$ cat config.mk
export PLATFORM = sky130hd
export DESIGN_NAME = clock_divider
export DESIGN_NICKNAME = d
export VERILOG_FILES = /design/src/rtl/clock_divider.sv
export SDC_FILE = /design/constraint.sdc
export NUM_CORES = 1
export LEC_CHECK = 0
export ABC_AREA = 1
export CORE_MARGIN = 3
export CORE_UTILIZATION = 65
export CTS_CLUSTER_SIZE = 20
export DETAILED_ROUTE_END_ITERATION = 8
export PLACE_DENSITY = 0.81
export SLEW_MARGIN = 25
export SYNTH_ARGS = -nofsm -noshare
export SYNTH_HDL_FRONTEND = slang
export SYNTH_SLANG_ARGS = --single-unit
$ cat constraint.sdc
create_clock -name clk -period 2.9 [get_ports clk]
set_clock_uncertainty 0.2 [all_clocks]
set_input_delay 0.87 -clock clk [delete_from_list [all_inputs] [get_ports clk]]
set_output_delay 0.87 -clock clk [all_outputs]
set_load 0.01 [all_outputs]
$ cat src/rtl/clock_divider.sv
// Square-wave clock divider: toggles clk_out every HALF enabled clk edges and
// emits a one-cycle tick in the clk domain on each rising edge of clk_out.
module clock_divider #(
  parameter int CLK_FREQ_HZ = 100_000_000,
  parameter int OUT_FREQ_HZ = 1
) (
  input  logic clk,
  input  logic reset,
  input  logic enable,
  output logic clk_out,
  output logic tick
);

  localparam int HALF = CLK_FREQ_HZ / (2 * OUT_FREQ_HZ);
  localparam int CW   = (HALF > 1) ? $clog2(HALF) : 1;
  localparam logic [CW-1:0] LAST = CW'(HALF - 1);

  if (HALF < 1) begin : g_bad_params
    $fatal(1, "clock_divider: OUT_FREQ_HZ*2 exceeds CLK_FREQ_HZ");
  end

  logic [CW-1:0] cnt;

  // tick mirrors the 0->1 toggle, so it is derived from the old clk_out value.
  always_ff @(posedge clk or negedge reset) begin
    if (!reset) begin
      cnt     <= '0;
      clk_out <= 1'b0;
      tick    <= 1'b0;
    end else begin
      tick <= 1'b0;
      if (enable) begin
        if (cnt == LAST) begin
          cnt     <= '0;
          clk_out <= ~clk_out;
          tick    <= ~clk_out;
        end else begin
          cnt <= cnt + CW'(1);
        end
      end
    end
  end

endmodule

### After elaboration in Yosys (flattened, before gate mapping)

Index checks and enable logic that the tools add are counted.

* $add $sub $neg: 1
* equal/unequal tests: 1
* mux-type cells: 3
* bitwise operators: 1
* reductions and logical operators: 1

Operator list (number)
* adder 26 x 1 -> 26 bit (second input constant): 1
* equality test 26 bit (second input constant): 1
* 2-to-1 mux 26 bit: 1
* 2-to-1 mux 1 bit: 2
* AND reduction 2 bit: 1
* inverter 1 bit: 1

* bits in registers: 28
* output and inout bits: 2
* word-level logic and storage cells: 10

### Longest topological paths before layout

Gate-level depths: netlist (run 1).

* depth in word-level cells: 3
* depth in mapped cells: 9
* mapped depth without buffers: 9

### Worst setup path after synthesis (run 1)

Ideal clock, no wire load.

* kind: input to register
* start point: input enable
* end point: register cnt[15]
* data arrival time: 1.468 ns
* slack: 1.116 ns
* cell stages on the path: 7
* cells stage by stage: nand2_1 > nor2_4 > nand3_1 > nor2_1 > nand2_1 > nand2_1 > nor2_1

RTL lines
* start: declaration: RTL line 9 `input logic enable,`
* end signal: assignment: RTL line 38 `cnt <= cnt + CW'(1);`
* end: declaration: RTL line 22 `logic [CW-1:0] cnt;`

### Worst setup path in the final report (run 1)

* start point: register clk_out
* end point: output clk_out

RTL lines
* start: declaration: RTL line 10 `output logic clk_out,`
* start signal: assignment: RTL line 35 `clk_out <= ~clk_out;`

No word-level cell between the ends.

==> reports/qor.yml, run 1 <==
grtUsageMet3_pct: 2.632
die_area_um2: 3444
grt_pass1_vias: 1437
synth_cell_types: 24
clk_path_buf_depth: 2
start_util_pct: 70.27
layout_setup_ws_ns: 0.5205
worst_setup_path_end_kind: "output pin"
drtAntennaViolNets: 0
rr_worst_depth: 8
cts_max_level: 1
cp_slowest_stage_delay_ns: 0.55
finalCritPeriodShare_pct: 82.05
max_freq_ghz: 0.4203
cts.clk_slew.worst_paths_ns: 0.15
setup_viol: 0
ir_drop_uv: 559.8
synth_top_family_by_area: "simple AND/OR/NAND/NOR gates"
crit_required_ns: 1.83
period_minus_slack_ns: 2.379
syn2layout_area_growth_pct: 6.103
critPathBufInv: 1
die_h_um: 58.69
hold_path_depth: 2
io_pins: 5
grt.busiest_layer: "met1"
cts_buffers: 3
hold_violations: 0
dpl.hpwl_um: 2890
rows: 18
layout.nets: 275
min_to: "clk_out"
clkLatencyLatePin_ns: 0.34
leakage_nw: 0.9587
post_dp_cell_area_um2: 1878
drv_cap: 0
r2r_end: "cnt[21]"
first_pass_iters: 4
grt_pass1_wl_um: 6513
cts_tree: "yes"
yosysSeqAreaShare_pct: 38.83
grt_usage_pct: 25.27
synth.mux.area_fraction_pct: 0
gp_congestion: 0.9283
stdcell_area_um2: 1914
fillers: 223
drc: 0
postCtsSetupBuffers: 0
diodes: 0
synth-compound-area-share_pct: 2.774
antenna_found_initial: 0
tns_ns: 0
status: "finished, final reports clean"
drtIter0Drc: 94
hold_class: "reg -> reg"
postSynthNetCount: 266
netlist_instances: 261
power_density_nw_per_um2: 457.5
synth-simple-area-share_pct: 44.11
dpl_worst_slack_ns: 0.3887
ys_ff_latch: 28
slew_headroom_pct: 76.52
cts.sinks: 28
crit_slowest_cell: "clkdlybuf4s50_1"
hold_buffers: 0
rsz0062_at_grt: "no"
regArea_um2: 700.7
port_buffers: 4
worstSetupStartpointType: "register"
dp_cells: 295
synth_xor_area_share_pct: 2.913
reg2reg_from: "cnt[0]"
worstMarginPinSlew_ns: 0.3522
use_met2_pct: 37.32
ff2ff_setup_slack_ns: 1.06
routedWlPerCell_um: 12.30
syn_area_per_cell_um2: 6.913
stdcell_count: 299
synth_area_um2: 1804
yosysWarnings: 0
slew_viol_final: 0
utilization_pct: 74.56
worst-path-max-fanout: 3
cts_root_buf: "clkbuf_4"
wl_um: 3679
holdCritStartpoint: "clk_out"
setup.worst_path.class: "reg -> out"
core_area_um2: 2567
die_w_um: 58.69
grt_max_degree: 29
cp.arrival_ns: 1.31
crit_path_cell_trace: "clkdlybuf4s50_1"
multi_input_area_um2: 923.4
crit_family: "buffers and inverters"
met1_usage_pct: 38.24
grt-ovfl-total: 0
cts-resized-gates: 0
via_per_inst: 5.137
synthAdderAreaFrac_pct: 1.387
drive_gt1_share_pct: 12.64
vias: 1536
-- per-layer routing --
layer  vias to the layer above  part of all wire [%]
met5                         -                     0
met4                         0                   1.9
li1                        809                     -
met2                        35                    42
met1                       685                    52
met3                         7                   3.9
-- report_power, final --
group          internal [mW]  switching, mW  leakage, nW
Combinational         0.0785          0.117        0.602
Clock                 0.0772          0.118       0.0210
Sequential             0.429         0.0566        0.336
Total                  0.585          0.291        0.959
-- cells in the mapped netlist (all sizes together) --
master | instances | area, um^2
o21bai | 1 | 7.510
nor3 | 2 | 10.01
nand4 | 3 | 18.77
or2 | 2 | 12.51
o21ai | 2 | 10.01
nor3b | 1 | 7.510
nor2 | 59 | 261.5
a21o | 1 | 7.510
ha | 2 | 25.02
a21oi | 5 | 25.02
xnor2 | 1 | 8.760
xor2 | 5 | 43.79
inv | 43 | 161.4
buf | 2 | 18.77
dfrtp | 28 | 700.7
nand2 | 76 | 307.8
nand3 | 28 | 177.7
-- placed cells by master (no fill, tap or decap), types with 2 or more instances in the layout --
cell,n
nor2_1,53
clkbuf_4,3
nor2_4,5
buf_4,2
o21ai_0,2
nand2_1,67
xor2_1,5
inv_1,38
dfrtp_1,28
or2_2,2
a21oi_1,5
nand4_1,3
inv_2,5
nand3_1,22
nand2_2,9
ha_1,2
nand3_2,5
nor3_1,2
clkdlybuf4s50_1,4
-- sequential cells by signal, indices dropped and copies added (netlist names) --
| register | flops |
|---|---|
| cnt | 26 |
| clk_out | 1 |
| tick | 1 |
-- kinds of logic (layout without fill, tap and decap cells) --
| group | count (synthesis) | after routing |
|---|---|---|
| buf+inv | 45 | 53 |
| flops | 28 | 28 |
| compound gates | 9 | 9 |
| fa+ha+maj | 2 | 2 |
| simple gates | 171 | 171 |
| xor+xnor | 6 | 6 |
-- final cells by class --
cell class                      instances  share of cell area, %
Tap cell                               30                  1.961
Multi-Input combinational cell        188                  48.24
Clock buffer                            4                  1.895
Timing Repair Buffer                    6                  2.876
Sequential cell                        28                  36.60
Inverter                               43                  8.431
-- through the flow --
step	power (mW)	hold WS, ns
5_1_grt	0.9287	0.3749
4_1_cts	0.8811	0.3330
3_5_place_dp	0.6871	0.2945
6_report	0.8758	0.3286
2_1_floorplan	0.6342	0.2823
3_3_place_gp	0.6852	0.2957
-- worst max-delay path by stage --
stage	from	to	slack (ns)	cells after the start
after detailed placement	enable	cnt[19]	0.39	9
after CTS	clk_out	clk_out	0.51	1
after global placement	enable	cnt[19]	0.39	9
after global routing	clk_out	clk_out	0.48	1
final	clk_out	clk_out	0.52	1
after floorplan	enable	cnt[15]	1.12	7
Power figures use the tool's default switching activity.
==> run 2, diff against run 1 <==
--- a/config.mk
+++ b/config.mk
@@ -7,10 +7,10 @@
 export LEC_CHECK = 0
 export ABC_AREA = 1
 export CORE_MARGIN = 3
-export CORE_UTILIZATION = 65
+export CORE_UTILIZATION = 61
 export CTS_CLUSTER_SIZE = 20
 export DETAILED_ROUTE_END_ITERATION = 8
-export PLACE_DENSITY = 0.81
+export PLACE_DENSITY = 0.77
 export SLEW_MARGIN = 25
 export SYNTH_ARGS = -nofsm -noshare
 export SYNTH_HDL_FRONTEND = slang
==> constraint.sdc (replaced) <==
create_clock -name clk -period 2.38 [get_ports clk]
set_clock_uncertainty 0.2 [all_clocks]
set_input_delay 0.714 -clock clk [delete_from_list [all_inputs] [get_ports clk]]
set_output_delay 0.714 -clock clk [all_outputs]
set_load 0.01 [all_outputs]
==> run 2 against run 1 <==
  * First-iteration DRC count is 22% lower
  * Largest cell class unchanged
  * Combinational power is 24% higher
  * Register-to-register slack worse by 0.54 ns
  * Count of clock-buffer cells in the layout shrank 1
  * Critical path type unchanged
  * Sequential cell count unchanged
  * Via count grew 2.0%
  * Wire length is 0.73% higher
  * Highest routed layer unchanged
==> reports/qor.yml, run 2 (same netlist as run 1, synthesis figures left out) <==
status: "finished, final reports clean"
syn2layout_area_growth_pct: 7.351
setup_viol: 0  # unchanged
reg_top3: "cnt x26, clk_out x1, tick x1"
dpl_worst_slack_ns: -0.06652  # -0.4552 ns
slew_viol_final: 0  # unchanged
grt_usage_pct: 23.29  # -2.0 points
cp_slowest_stage_delay_ns: 0.55  # about the same
drive_gt1_share_pct: 13.28  # +0.64 points
grt_pass1_vias: 1362  # -5.2%
worst-path-max-fanout: 3  # unchanged
die_w_um: 60.39  # +2.9%
die_h_um: 60.39  # +2.9%
holdWs_ns: 0.3216  # -0.007019 ns
dpl.hpwl_um: 2884  # -0.22%
setup.worst_path.class: "reg -> out"
grt_max_degree: 29  # unchanged
hold_violations: 0  # unchanged
slew_headroom_pct: 76.47  # about the same
antenna_found_initial: 0  # unchanged
wl_um: 3706  # +0.73%
period_minus_slack_ns: 2.188
via_per_inst: 5.189  # +1.0%
crit_slowest_cell: "clkdlybuf4s50_1"
crit_path_cell_trace: "clkdlybuf4s50_1"
gp_congestion: 0.9213  # -0.75%
final_common_cell: "nand2_1"
layout_common_cells: "nand2_1 (67), nor2_1 (53), inv_1 (38)"
layout_setup_ws_ns: 0.1921  # -0.3284 ns
clk_path_buf_depth: 2  # unchanged
drc: 0  # unchanged
cts.sinks: 28  # unchanged
cts.clk_slew.worst_paths_ns: 0.14  # about the same
rsz0062_at_grt: "no"
drtAntennaViolNets: 0  # unchanged
layout.nets: 278  # +1.1%
routedWlPerCell_um: 12.27  # -0.27%
grt-ovfl-total: 0  # unchanged
clkLatencyLatePin_ns: 0.32  # -0.02 ns
leakage_nw: 0.9705  # +1.2%
port_buffers: 4  # unchanged
dp_cells: 299  # +1.4%
post_dp_cell_area_um2: 1914  # +1.9%
cts_max_level: 1  # unchanged
worst_setup_path_end_kind: "output pin"
first_pass_iters: 4  # unchanged
largest_reg_flops: 26  # unchanged
worstSetupStartpointType: "register"
diodes: 0  # unchanged
ir_drop_uv: 614.9  # +9.8%
start_util_pct: 64.87  # -5.4 points
cp.arrival_ns: 1.27  # -0.04 ns
crit_family: "buffers and inverters"
utilization_pct: 69.64  # -4.9 points
rows: 19  # +1
power_density_nw_per_um2: 527.8  # +15%
vias: 1567  # +2.0%
cts-resized-gates: 0  # unchanged
core_area_um2: 2781  # +8.3%
postCtsSetupBuffers: 0  # unchanged
hold_class: "reg -> reg"
hold_buffers: 0  # unchanged
drv_cap: 0  # unchanged
fin_total_pwr_mw: 1.022  # +17%
cts_buffers: 3  # unchanged
io_pins: 5  # unchanged
die_area_um2: 3646  # +5.9%
tns_ns: 0  # unchanged
finalCritPeriodShare_pct: 91.93
cts_root_buf: "clkbuf_4"
critPathBufInv: 1  # unchanged
stdcell_count: 302  # +1.0%
stdcell_area_um2: 1937  # +1.2%
max_freq_ghz: 0.4571
drtIter0Drc: 73  # -22%
crit_required_ns: 1.47  # -0.36 ns
max_flop_register: "cnt"
worstMarginPinSlew_ns: 0.3530  # +0.0007808 ns
grt_pass1_wl_um: 6272  # -3.7%
cts_tree: "yes"
run 2: area by class of cell:
cell class              instances  area (um^2)
repair buffers                  9        90.09
multi-input cells             188        923.4
clock buffers                   3        22.52
flip-flops and latches         28        700.7
well taps                      31        38.79
inverters                      43        161.4
fillers                       260        844.6
run 2: path summary, 6_finish.rpt:
kind / cells past startpoint / slack [ns] / to / startpoint
setup / recovery: 1 / 0.19 / clk_out / clk_out
hold / removal: 2 / 0.32 / clk_out / clk_out
setup reg to reg: 8 / 0.52 / cnt[21] / cnt[0]
hold reg to reg: 2 / 0.32 / clk_out / clk_out
max in group asynchronous: 2 / 1.17 / cnt[1] / reset
min in group asynchronous: 2 / 0.55 / cnt[15] / reset
run 2: routing by layer:
| layer | up-vias | GRT usage [%] | wire, um |
|---|---|---|---|
| met5 | - | 0 | 0 |
| met4 | 0 | 7.595 | 71 |
| met2 | 35 | 34.57 | 1592 |
| met3 | 7 | 2.766 | 138 |
| met1 | 713 | 35.20 | 1904 |
| li1 | 812 | - | - |
run 2: report_power, final:
group	internal [mW]	leakage (nW)	switching (mW)
clock	0.0595	0.0138	0.131
sequential	0.523	0.336	0.0677
combinational	0.101	0.621	0.141
